## src/rtl/mac8s_pkg.sv

```systemverilog
// Shared types and constants for the signed 8x8 multiply-accumulate slice.
//   OP_W        operand width (signed, two's complement)
//   PROD_W      exact product width
//   acc_state_t accumulator FSM state encoding
//   prod_t      signed product type
package mac8s_pkg;

   localparam int OP_W   = 8;
   localparam int PROD_W = 16;

   typedef enum logic {
      IDLE  = 1'b0,
      ACCUM = 1'b1
   } acc_state_t;

   typedef logic signed [PROD_W-1:0] prod_t;

endpackage

```

## src/rtl/mac8s_accumulator_mul8s_stage.sv

```systemverilog
// mul8s_stage: S1 operand register and S2 product register with the exact
// signed 8x8 multiply between them. Both stages advance only when en_i is high.
// Ports:
//   clk, rst_n        clock, async active-low reset
//   en_i              pipeline advance (low = hold everything)
//   valid_i, last_i   incoming beat qualifiers
//   a_i, b_i          signed operands
//   p_o               exact signed product (S2)
//   valid_o, last_o   S2 beat qualifiers
module mul8s_stage
   import mac8s_pkg::*;
(
   input  logic                   clk,
   input  logic                   rst_n,
   input  logic                   en_i,
   input  logic                   valid_i,
   input  logic                   last_i,
   input  logic signed [OP_W-1:0] a_i,
   input  logic signed [OP_W-1:0] b_i,
   output prod_t                  p_o,
   output logic                   valid_o,
   output logic                   last_o
);

   logic signed [OP_W-1:0] a_q, b_q;
   logic                   s1_valid_q, s1_last_q;
   prod_t                  p_q, p_d;
   logic                   s2_valid_q, s2_last_q;

   // Exact signed multiplier: operands sign-extended to the product width so
   // the 16-bit result is exact, including (-128)*(-128) = +16384.
   assign p_d = PROD_W'(a_q) * PROD_W'(b_q);

   always_ff @(posedge clk or negedge rst_n) begin
      if (!rst_n) begin
         a_q        <= '0;
         b_q        <= '0;
         s1_valid_q <= 1'b0;
         s1_last_q  <= 1'b0;
         p_q        <= '0;
         s2_valid_q <= 1'b0;
         s2_last_q  <= 1'b0;
      end else if (en_i) begin
         a_q        <= a_i;
         b_q        <= b_i;
         s1_valid_q <= valid_i;
         s1_last_q  <= last_i;
         p_q        <= p_d;
         s2_valid_q <= s1_valid_q;
         s2_last_q  <= s1_last_q;
      end
   end

   assign p_o     = p_q;
   assign valid_o = s2_valid_q;
   assign last_o  = s2_last_q;

endmodule

```

## src/rtl/mac8s_accumulator.sv

```systemverilog
// mac8s_accumulator: pipelined signed multiply-accumulate. Groups of signed
// 8-bit operand pairs (closed by in_last_i or by reaching MAX_LEN terms) are
// multiplied exactly and summed; one result per group is offered downstream.
// Ports:
//   clk, rst_n                 clock, async active-low reset
//   in_valid_i / in_ready_o    operand beat handshake
//   in_a_i, in_b_i, in_last_i  signed operands, group terminator
//   out_valid_o / out_ready_i  result handshake (result held until accepted)
//   out_acc_o                  signed group sum (wraps modulo 2^ACC_W)
//   out_count_o                terms in the group
//   out_ovf_o                  signed overflow seen anywhere in the group
//   out_forced_o               group closed by MAX_LEN rather than in_last_i
//
// state | meaning
// IDLE  | no group open, acc/cnt/ovf are zero
// ACCUM | group open, acc/cnt/ovf hold the partial result
module mac8s_accumulator
   import mac8s_pkg::*;
#(
   parameter  int ACC_W   = 24,
   parameter  int MAX_LEN = 256,
   localparam int CNT_W   = $clog2(MAX_LEN + 1)
) (
   input  logic                    clk,
   input  logic                    rst_n,
   input  logic                    in_valid_i,
   output logic                    in_ready_o,
   input  logic signed [OP_W-1:0]  in_a_i,
   input  logic signed [OP_W-1:0]  in_b_i,
   input  logic                    in_last_i,
   output logic                    out_valid_o,
   input  logic                    out_ready_i,
   output logic signed [ACC_W-1:0] out_acc_o,
   output logic [CNT_W-1:0]        out_count_o,
   output logic                    out_ovf_o,
   output logic                    out_forced_o
);

   logic  stall;
   prod_t s2_p;
   logic  s2_valid, s2_last;

   acc_state_t              state_q, state_d;
   logic signed [ACC_W-1:0] acc_q, acc_d;
   logic [CNT_W-1:0]        cnt_q, cnt_d;
   logic                    ovf_q, ovf_d;

   logic                    out_valid_q, out_valid_d;
   logic signed [ACC_W-1:0] out_acc_q, out_acc_d;
   logic [CNT_W-1:0]        out_count_q, out_count_d;
   logic                    out_ovf_q, out_ovf_d;
   logic                    out_forced_q, out_forced_d;

   logic signed [ACC_W-1:0] p_ext, acc_base, acc_sum;
   logic [CNT_W-1:0]        cnt_base, cnt_sum;
   logic                    ovf_base, add_ovf, ovf_sum, close;

   // Only an unaccepted result blocks the pipe; no path from in_valid_i.
   assign stall      = out_valid_q & ~out_ready_i;
   assign in_ready_o = ~stall;

   mul8s_stage u_mul (
      .clk     (clk),
      .rst_n   (rst_n),
      .en_i    (~stall),
      .valid_i (in_valid_i),
      .last_i  (in_last_i),
      .a_i     (in_a_i),
      .b_i     (in_b_i),
      .p_o     (s2_p),
      .valid_o (s2_valid),
      .last_o  (s2_last)
   );

   // Size cast of a signed value sign-extends, also valid when ACC_W == PROD_W.
   assign p_ext    = ACC_W'(s2_p);
   assign acc_base = (state_q == IDLE) ? '0 : acc_q;
   assign cnt_base = (state_q == IDLE) ? '0 : cnt_q;
   assign ovf_base = (state_q == IDLE) ? 1'b0 : ovf_q;
   assign acc_sum  = acc_base + p_ext;
   assign cnt_sum  = cnt_base + CNT_W'(1);
   assign add_ovf  = (acc_base[ACC_W-1] == p_ext[ACC_W-1]) &&
                     (acc_sum[ACC_W-1] != acc_base[ACC_W-1]);
   assign ovf_sum  = ovf_base | add_ovf;
   assign close    = s2_valid & (s2_last | (cnt_sum == CNT_W'(MAX_LEN)));

   always_comb begin
      state_d      = state_q;
      acc_d        = acc_q;
      cnt_d        = cnt_q;
      ovf_d        = ovf_q;
      out_valid_d  = out_valid_q & ~out_ready_i;
      out_acc_d    = out_acc_q;
      out_count_d  = out_count_q;
      out_ovf_d    = out_ovf_q;
      out_forced_d = out_forced_q;
      if (!stall && s2_valid) begin
         if (close) begin
            // A close in the same cycle as acceptance reloads the output.
            out_valid_d  = 1'b1;
            out_acc_d    = acc_sum;
            out_count_d  = cnt_sum;
            out_ovf_d    = ovf_sum;
            out_forced_d = ~s2_last;
            state_d      = IDLE;
            acc_d        = '0;
            cnt_d        = '0;
            ovf_d        = 1'b0;
         end else begin
            state_d = ACCUM;
            acc_d   = acc_sum;
            cnt_d   = cnt_sum;
            ovf_d   = ovf_sum;
         end
      end
   end

   always_ff @(posedge clk or negedge rst_n) begin
      if (!rst_n) begin
         state_q      <= IDLE;
         acc_q        <= '0;
         cnt_q        <= '0;
         ovf_q        <= 1'b0;
         out_valid_q  <= 1'b0;
         out_acc_q    <= '0;
         out_count_q  <= '0;
         out_ovf_q    <= 1'b0;
         out_forced_q <= 1'b0;
      end else begin
         state_q      <= state_d;
         acc_q        <= acc_d;
         cnt_q        <= cnt_d;
         ovf_q        <= ovf_d;
         out_valid_q  <= out_valid_d;
         out_acc_q    <= out_acc_d;
         out_count_q  <= out_count_d;
         out_ovf_q    <= out_ovf_d;
         out_forced_q <= out_forced_d;
      end
   end

   assign out_valid_o  = out_valid_q;
   assign out_acc_o    = out_acc_q;
   assign out_count_o  = out_count_q;
   assign out_ovf_o    = out_ovf_q;
   assign out_forced_o = out_forced_q;

endmodule

```

## config.mk

```make
export PLATFORM = sky130hd
export DESIGN_NAME = mac8s_accumulator
export DESIGN_NICKNAME = d
export VERILOG_FILES = /design/src/rtl/mac8s_pkg.sv /design/src/rtl/mac8s_accumulator_mul8s_stage.sv /design/src/rtl/mac8s_accumulator.sv
export SDC_FILE = /design/constraint.sdc
export NUM_CORES = 1
export LEC_CHECK = 0
export CORE_ASPECT_RATIO = 1.25
export CORE_UTILIZATION = 55
export DETAILED_ROUTE_END_ITERATION = 8
export PLACE_DENSITY_LB_ADDON = 0.3
export RECOVER_POWER = 25
export SETUP_SLACK_MARGIN = 0.15
export SLEW_MARGIN = 10
export SYNTH_ARGS = -nofsm -noshare
export SYNTH_HDL_FRONTEND = slang
export SYNTH_SLANG_ARGS = --single-unit
```

## constraint.sdc

```tcl
create_clock -name clk -period 4.1 [get_ports clk]
set_input_delay 1.23 -clock clk [delete_from_list [all_inputs] [get_ports clk]]
set_output_delay 1.23 -clock clk [all_outputs]
set_load 0.02 [all_outputs]
```

==> results.cfg, run 1 <==
[routing]
routed_via_density = 5.44
ant_nets = 0
dr.pass1.iters = 8
drt_iter0_markers = 313
vias = 6389
avgRoutedWirePerCell_um = 14.8
route.detailed.drc = 2
drt_wl_total_um = 17400

[sta]
timing.final.ws_setup_ps = -101
finalMaxSlewViolations = 70
setup_violations = 3
rsz0062_at_grt = yes
relSlewSlack_pct = -14.5
period_needed_ps = 4200
finalCritPeriodShare_pct = 102
fin_skew_ps = 7.85
max_freq_mhz = 238
worst_pin_slew_ps = 1720
finalHoldViolations = 0

[setup_path]
endpoint_kind = flip-flop
crit_required_ps = 4390
crit_fanout = 5
crit_type = flip-flop to flip-flop
crit_arrival_ps = 4490
start_kind = flip-flop

[clock_tree]
clock_latency_ps = 360
clockBufferDepth = 2
cts_root_buf = clkbuf_16
numClockSinks = 107
cts_tree = built
path_clk_slew_ps = 70
numCtsBuffers = 9
htree_levels = 3

[synthesis]
synthArstFlopShare_pct = 100
synthDistinctLibCells = 63
avgSynthCellArea_um2 = 9.03
ys.flop_type = dfrtp_1
synth_edf_count = 0
ys_seq_area_share_pct = 32.1
synthCells = 923
synth-warning-count = 0
ys_seq_elements = 107
syn-cell-area_um2 = 8340
syn-num-nets = 1054

[run_status]
violations = design-rule violations, max-capacitance violations, max-slew violations, negative setup slack
status = finished, violations left

[floorplanning]
ios = 58
core_area_um2 = 14600
die_area_um2 = 15700
fp.dieW_um = 112
rows = 49
start_util_pct = 57.1
die_h_um = 140

[hold_path]
hold_class = flip-flop to flip-flop

[finish]
drive_above_1_share_pct = 12.1
area_delta_synth_final_pct = 16.4
final_net_count = 1122
fillers = 1227
n_antenna_cell = 0
fin_cells = 1174

[global_routing]
grt_max_degree = 71
grt_pass1_wl_um = 30800
antenna_found_initial = 0
grt_use_total_pct = 24.5
grt_pass1_vias = 6573
grt_overflow = 0

[flow_run]
cap_violations = 1

[placement]
hpwl_um = 13400
port_buffers = 57
placed_cells = 1151
place.gp.congestion = 0.893
-- cells in the mapped netlist (4+ instances only) --
cell	n	area, um2
nand3b_1	4	30.0
a31oi_1	5	31.3
and3_1	4	25.0
nand2b_1	8	50.1
nor2_1	26	97.6
a21oi_1	34	170
nand3_1	13	65.1
o21a_1	10	75.1
dfrtp_1	107	2680
nand4_1	4	25.0
o211ai_1	4	30.0
a21o_1	6	45.0
nand2_1	190	713
and2_1	74	463
xnor2_1	23	201
o21bai_1	4	30.0
fa_1	56	1120
buf_6	5	56.3
mux2_2	12	135
a22o_1	14	123
nor2b_1	10	62.6
o31ai_1	12	90.1
o21ai_0	36	180
xor2_1	13	114
inv_1	93	349
clkbuf_1	26	97.6
nor3_1	9	45.0
a211oi_1	7	52.6
or3_1	5	31.3
ha_1	54	676
buf_2	5	25.0
-- path summary, 6_finish.rpt --
check                                            from                    endpoint  slack (ps)  cells after the start
max                          u_mul.b_q[0]$_DFFE_PN0N_   u_mul.p_o[14]$_DFFE_PN0N_        -100                     16
min                        out_count_o[6]$_DFFE_PN0P_  out_count_o[6]$_DFFE_PN0P_         470                      2
max reg2reg                  u_mul.b_q[0]$_DFFE_PN0N_   u_mul.p_o[14]$_DFFE_PN0N_        -100                     16
min reg2reg                out_count_o[6]$_DFFE_PN0P_  out_count_o[6]$_DFFE_PN0P_         470                      2
max in group asynchronous                       rst_n    u_mul.b_q[7]$_DFFE_PN0N_        1640                      1
min in group asynchronous                       rst_n        cnt_q[2]$_DFFE_PN0P_        1320                      1
-- sequential cells by signal (all words and copies together), names as in the netlist --
name / count
acc_q: 24
out_count_o: 9
u_mul.b_q: 8
u_mul.s1_last_q: 1
u_mul.last_o: 1
u_mul.p_o: 16
state_q: 1
out_ovf_o: 1
out_acc_o: 24
out_valid_o: 1
u_mul.valid_o: 1
ovf_q: 1
cnt_q: 9
u_mul.s1_valid_q: 1
out_forced_o: 1
u_mul.a_q: 8
-- area by class of cell --
type / count / area, um2 / area share [%]
inverter: 93 / 349 / 3.60
tap: 178 / 223 / 2.29
sequential: 107 / 2690 / 27.7
clock inverter: 6 / 78.8 / 0.812
multi-input combinational: 683 / 5240 / 54.0
clock buffer: 10 / 229 / 2.36
timing repair buffer: 97 / 890 / 9.17
-- stage by stage --
step	cell area [um2]	setup TNS, ps	util (%)	hold slack [ps]	setup slack, ps
after floorplan	8430	0	-	439	119
after global placement	9280	-77.4	63.6	448	-35.2
after detailed placement	9280	-373	63.6	456	-115
after CTS	9660	-213	66.2	473	-82.7
after global routing	9710	-995	66.5	502	-256
final	9710	-211	66.5	465	-101
-- layout by cell type, fill, tap and decap left out, types with 10 or more instances in the layout --
master / netlist / routed
a21oi_1: 34 / 31
a22o_1: 14 / 14
and2_1: 74 / 69
buf_4: 2 / 36
clkdlybuf4s50_1: 0 / 56
dfrtp_1: 107 / 95
dfrtp_2: 0 / 12
fa_1: 56 / 54
ha_1: 54 / 49
inv_1: 93 / 86
mux2_2: 12 / 12
nand2_1: 190 / 189
nand3_1: 13 / 13
nor2_1: 26 / 26
o21a_1: 10 / 10
o21ai_0: 36 / 30
o31ai_1: 12 / 12
xnor2_1: 23 / 23
xor2_1: 13 / 13
-- cell families after synthesis --
family | synth area share, %
compound gates | 13.1
xor+xnor | 4.32
buf+inv | 6.62
flops | 32.1
simple gates | 20.4
mux | 1.86
fa+ha+maj | 21.6
-- layer usage --
metal | part of all wire, % | up-vias | track usage (%) | wire length, um
li1 | - | 3181 | - | -
met1 | 43 | 3087 | 29.2 | 7410
met2 | 53 | 94 | 45.4 | 9160
met3 | 2.5 | 27 | 3.18 | 436
met4 | 2.2 | 0 | 8.14 | 374
met5 | 0 | - | 0 | 0
-- critical path, stage by stage, from the launching register on --
cell and delay (ps):
dfrtp_1 430, and2_4 190, fa_1 510, inv_2 40
fa_1 500, inv_2 40, fa_1 520, inv_1 50
fa_1 500, inv_2 50, ha_4 280, o21ai_4 60
a21oi_2 140, o31a_1 210, o211ai_1 140, a2111o_1 390
nand3_1 70
-- what timing repair did --
| action | CTS | global route |
|---|---|---|
| buffers inserted | 5 | 2 |
| resized for setup | 16 | 18 |
| pin swaps | 8 | 8 |
| setup endpoints to repair | 7 | 8 |
| hold buffers | 0 | 0 |
| cloned | 0 | 0 |
Power of run 1 is left out: the tool's default activity adds up to more than one toggle a clock period on the data nets, which glitch-free logic cannot reach.
==> inputs of run 2 (changes only) <==
CORE_UTILIZATION = 59   (was 55)
DONT_BUFFER_PORTS = 1   (was default)
GPL_TIMING_DRIVEN = 0   (was default)
==> results.cfg, run 2 (synthesis gave the netlist of run 1 again) <==
[sta]
fin_skew_ps = 15.3
max_freq_mhz = 235
setup_violations = 4
hold_ws_ps = 483
worst_pin_slew_ps = 806
rsz0062_at_grt = yes
period_needed_ps = 4250
finalHoldViolations = 0
finalCritPeriodShare_pct = 104
finalMaxSlewViolations = 0
timing.final.ws_setup_ps = -153
relSlewSlack_pct = 46.3

[clock_tree]
numCtsBuffers = 9
cts_hold_buf = 0
cts_tree = built
clock_latency_ps = 370
path_clk_slew_ps = 90
htree_levels = 3
cts_root_buf = clkbuf_16
clockBufferDepth = 2
numClockSinks = 107

[global_routing]
grt_use_total_pct = 28.0
met2_usage_pct = 50.4
grt_overflow = 0
grt_pass1_wl_um = 31500
grt.met3_usage_pct = 4.01
antenna_found_initial = 0
grt_util_met1_pct = 33.1
grt_pass1_vias = 6622
grt_max_degree = 108
grt.busiest_layer = met2

[routing]
route.detailed.drc = 0
dr.pass1.iters = 5
avgRoutedWirePerCell_um = 16.5
ant_nets = 0
routed_via_density = 5.70
vias = 6530
drt_wl_total_um = 18900
drt_iter0_markers = 295

[placement]
hpwl_um = 13800
dp_slack_ps = -212
port_buffers = 0
place_area_um2 = 8650
place.gp.congestion = 0.911

[finish]
final_cell_mix = nand2_1 (189), dfrtp_1 (92), inv_1 (82)
fillers = 1110
area_delta_synth_final_pct = 11.7
drive_above_1_share_pct = 14.6
n_antenna_cell = 0
final_common_cell = nand2_1
multi_input_area_um2 = 5280
postLayoutCellArea_um2 = 9310
seq_area_um2 = 2700
final_net_count = 1096

[floorplanning]
fp.dieW_um = 108
die_area_um2 = 14600
start_util_pct = 60.3
rows = 48
ios = 58
core_area_um2 = 13800
die_h_um = 135

[setup_path]
crit_required_ps = 4390
crit_type = flip-flop to flip-flop
endpoint_kind = flip-flop
crit_start = u_mul.b_q[4]$_DFFE_PN0N_
r2r_start = u_mul.b_q[4]$_DFFE_PN0N_
start_kind = flip-flop
crit_arrival_ps = 4540
crit_fanout = 4

[hold_path]
hp-start = acc_q[3]$_DFFE_PN0P_
hold_class = flip-flop to flip-flop

[flow_run]
cap_violations = 0

[run_status]
violations = negative setup slack
status = finished, violations left
-- run 2: changes by cell type in the layout (fill, tap and decap cells not counted), moves of 3 or more --
cell	delta
and2_1	-3
and2_4	+3
buf_2	+5
buf_4	-5
buf_6	+4
clkbuf_1	+21
clkbuf_2	+4
clkdlybuf4s50_1	-56
dfrtp_1	-3
dfrtp_2	+3
inv_1	-4
inv_2	+3
-- run 2: area by class of cell --
| cell class | count | share of cell area, % |
|---|---|---|
| tap | 175 | 2.35 |
| multi-input combinational | 683 | 56.7 |
| clock inverter | 7 | 1.02 |
| buffer | 40 | 2.23 |
| sequential | 107 | 29.0 |
| timing repair buffer | 31 | 2.58 |
| inverter | 93 | 3.78 |
| clock buffer | 9 | 2.42 |
-- run 2: metrics by stage --
step                      cells  utilization (%)  setup TNS [ps]
after global routing       1145             67.4           -1040
after global placement     1098             62.6            -444
final                      1145             67.4            -309
after CTS                  1137             66.7            -166
after detailed placement   1098             62.6            -676
after floorplan             923                -               0
-- run 2: path summary, 6_finish.rpt --
| check | endpoint | slack [ps] | cells after the start |
|---|---|---|---|
| min reg2reg | acc_q[3]$_DFFE_PN0P_ | 480 | 2 |
| max in group asynchronous | u_mul.p_o[14]$_DFFE_PN0N_ | 3400 | 0 |
| min in group asynchronous | out_count_o[7]$_DFFE_PN0P_ | 540 | 0 |
| max reg2reg | u_mul.p_o[14]$_DFFE_PN0N_ | -150 | 17 |
| max | u_mul.p_o[14]$_DFFE_PN0N_ | -150 | 17 |
| min | acc_q[3]$_DFFE_PN0P_ | 480 | 2 |
-- run 2: per-layer routing --
metal,vias up,share of wire (%)
met2,147,53
met5,-,0
met1,3207,41
li1,3136,-
met4,0,2.8
met3,40,3.4
-- run 2: worst max-delay path: stages (launching register included) --
cell,delay (ps)
dfrtp_2,430
buf_6,140
and2_4,130
fa_1,540
inv_2,40
fa_1,470
inv_1,50
fa_1,470
inv_1,50
fa_1,490
inv_2,50
ha_4,270
o21ai_2,60
a21oi_2,170
o31a_1,210
o211ai_1,140
a2111o_1,390
nand3_1,90
-- run 2: repair_timing --
action | in CTS | in global routing
setup endpoints to repair | 27 | 25
pin swaps | 21 | 27
hold endpoints to repair | 0 | 0
setup buffers | 23 | 8
gates resized for setup | 34 | 19
Power of run 2 is left out for the same reason.
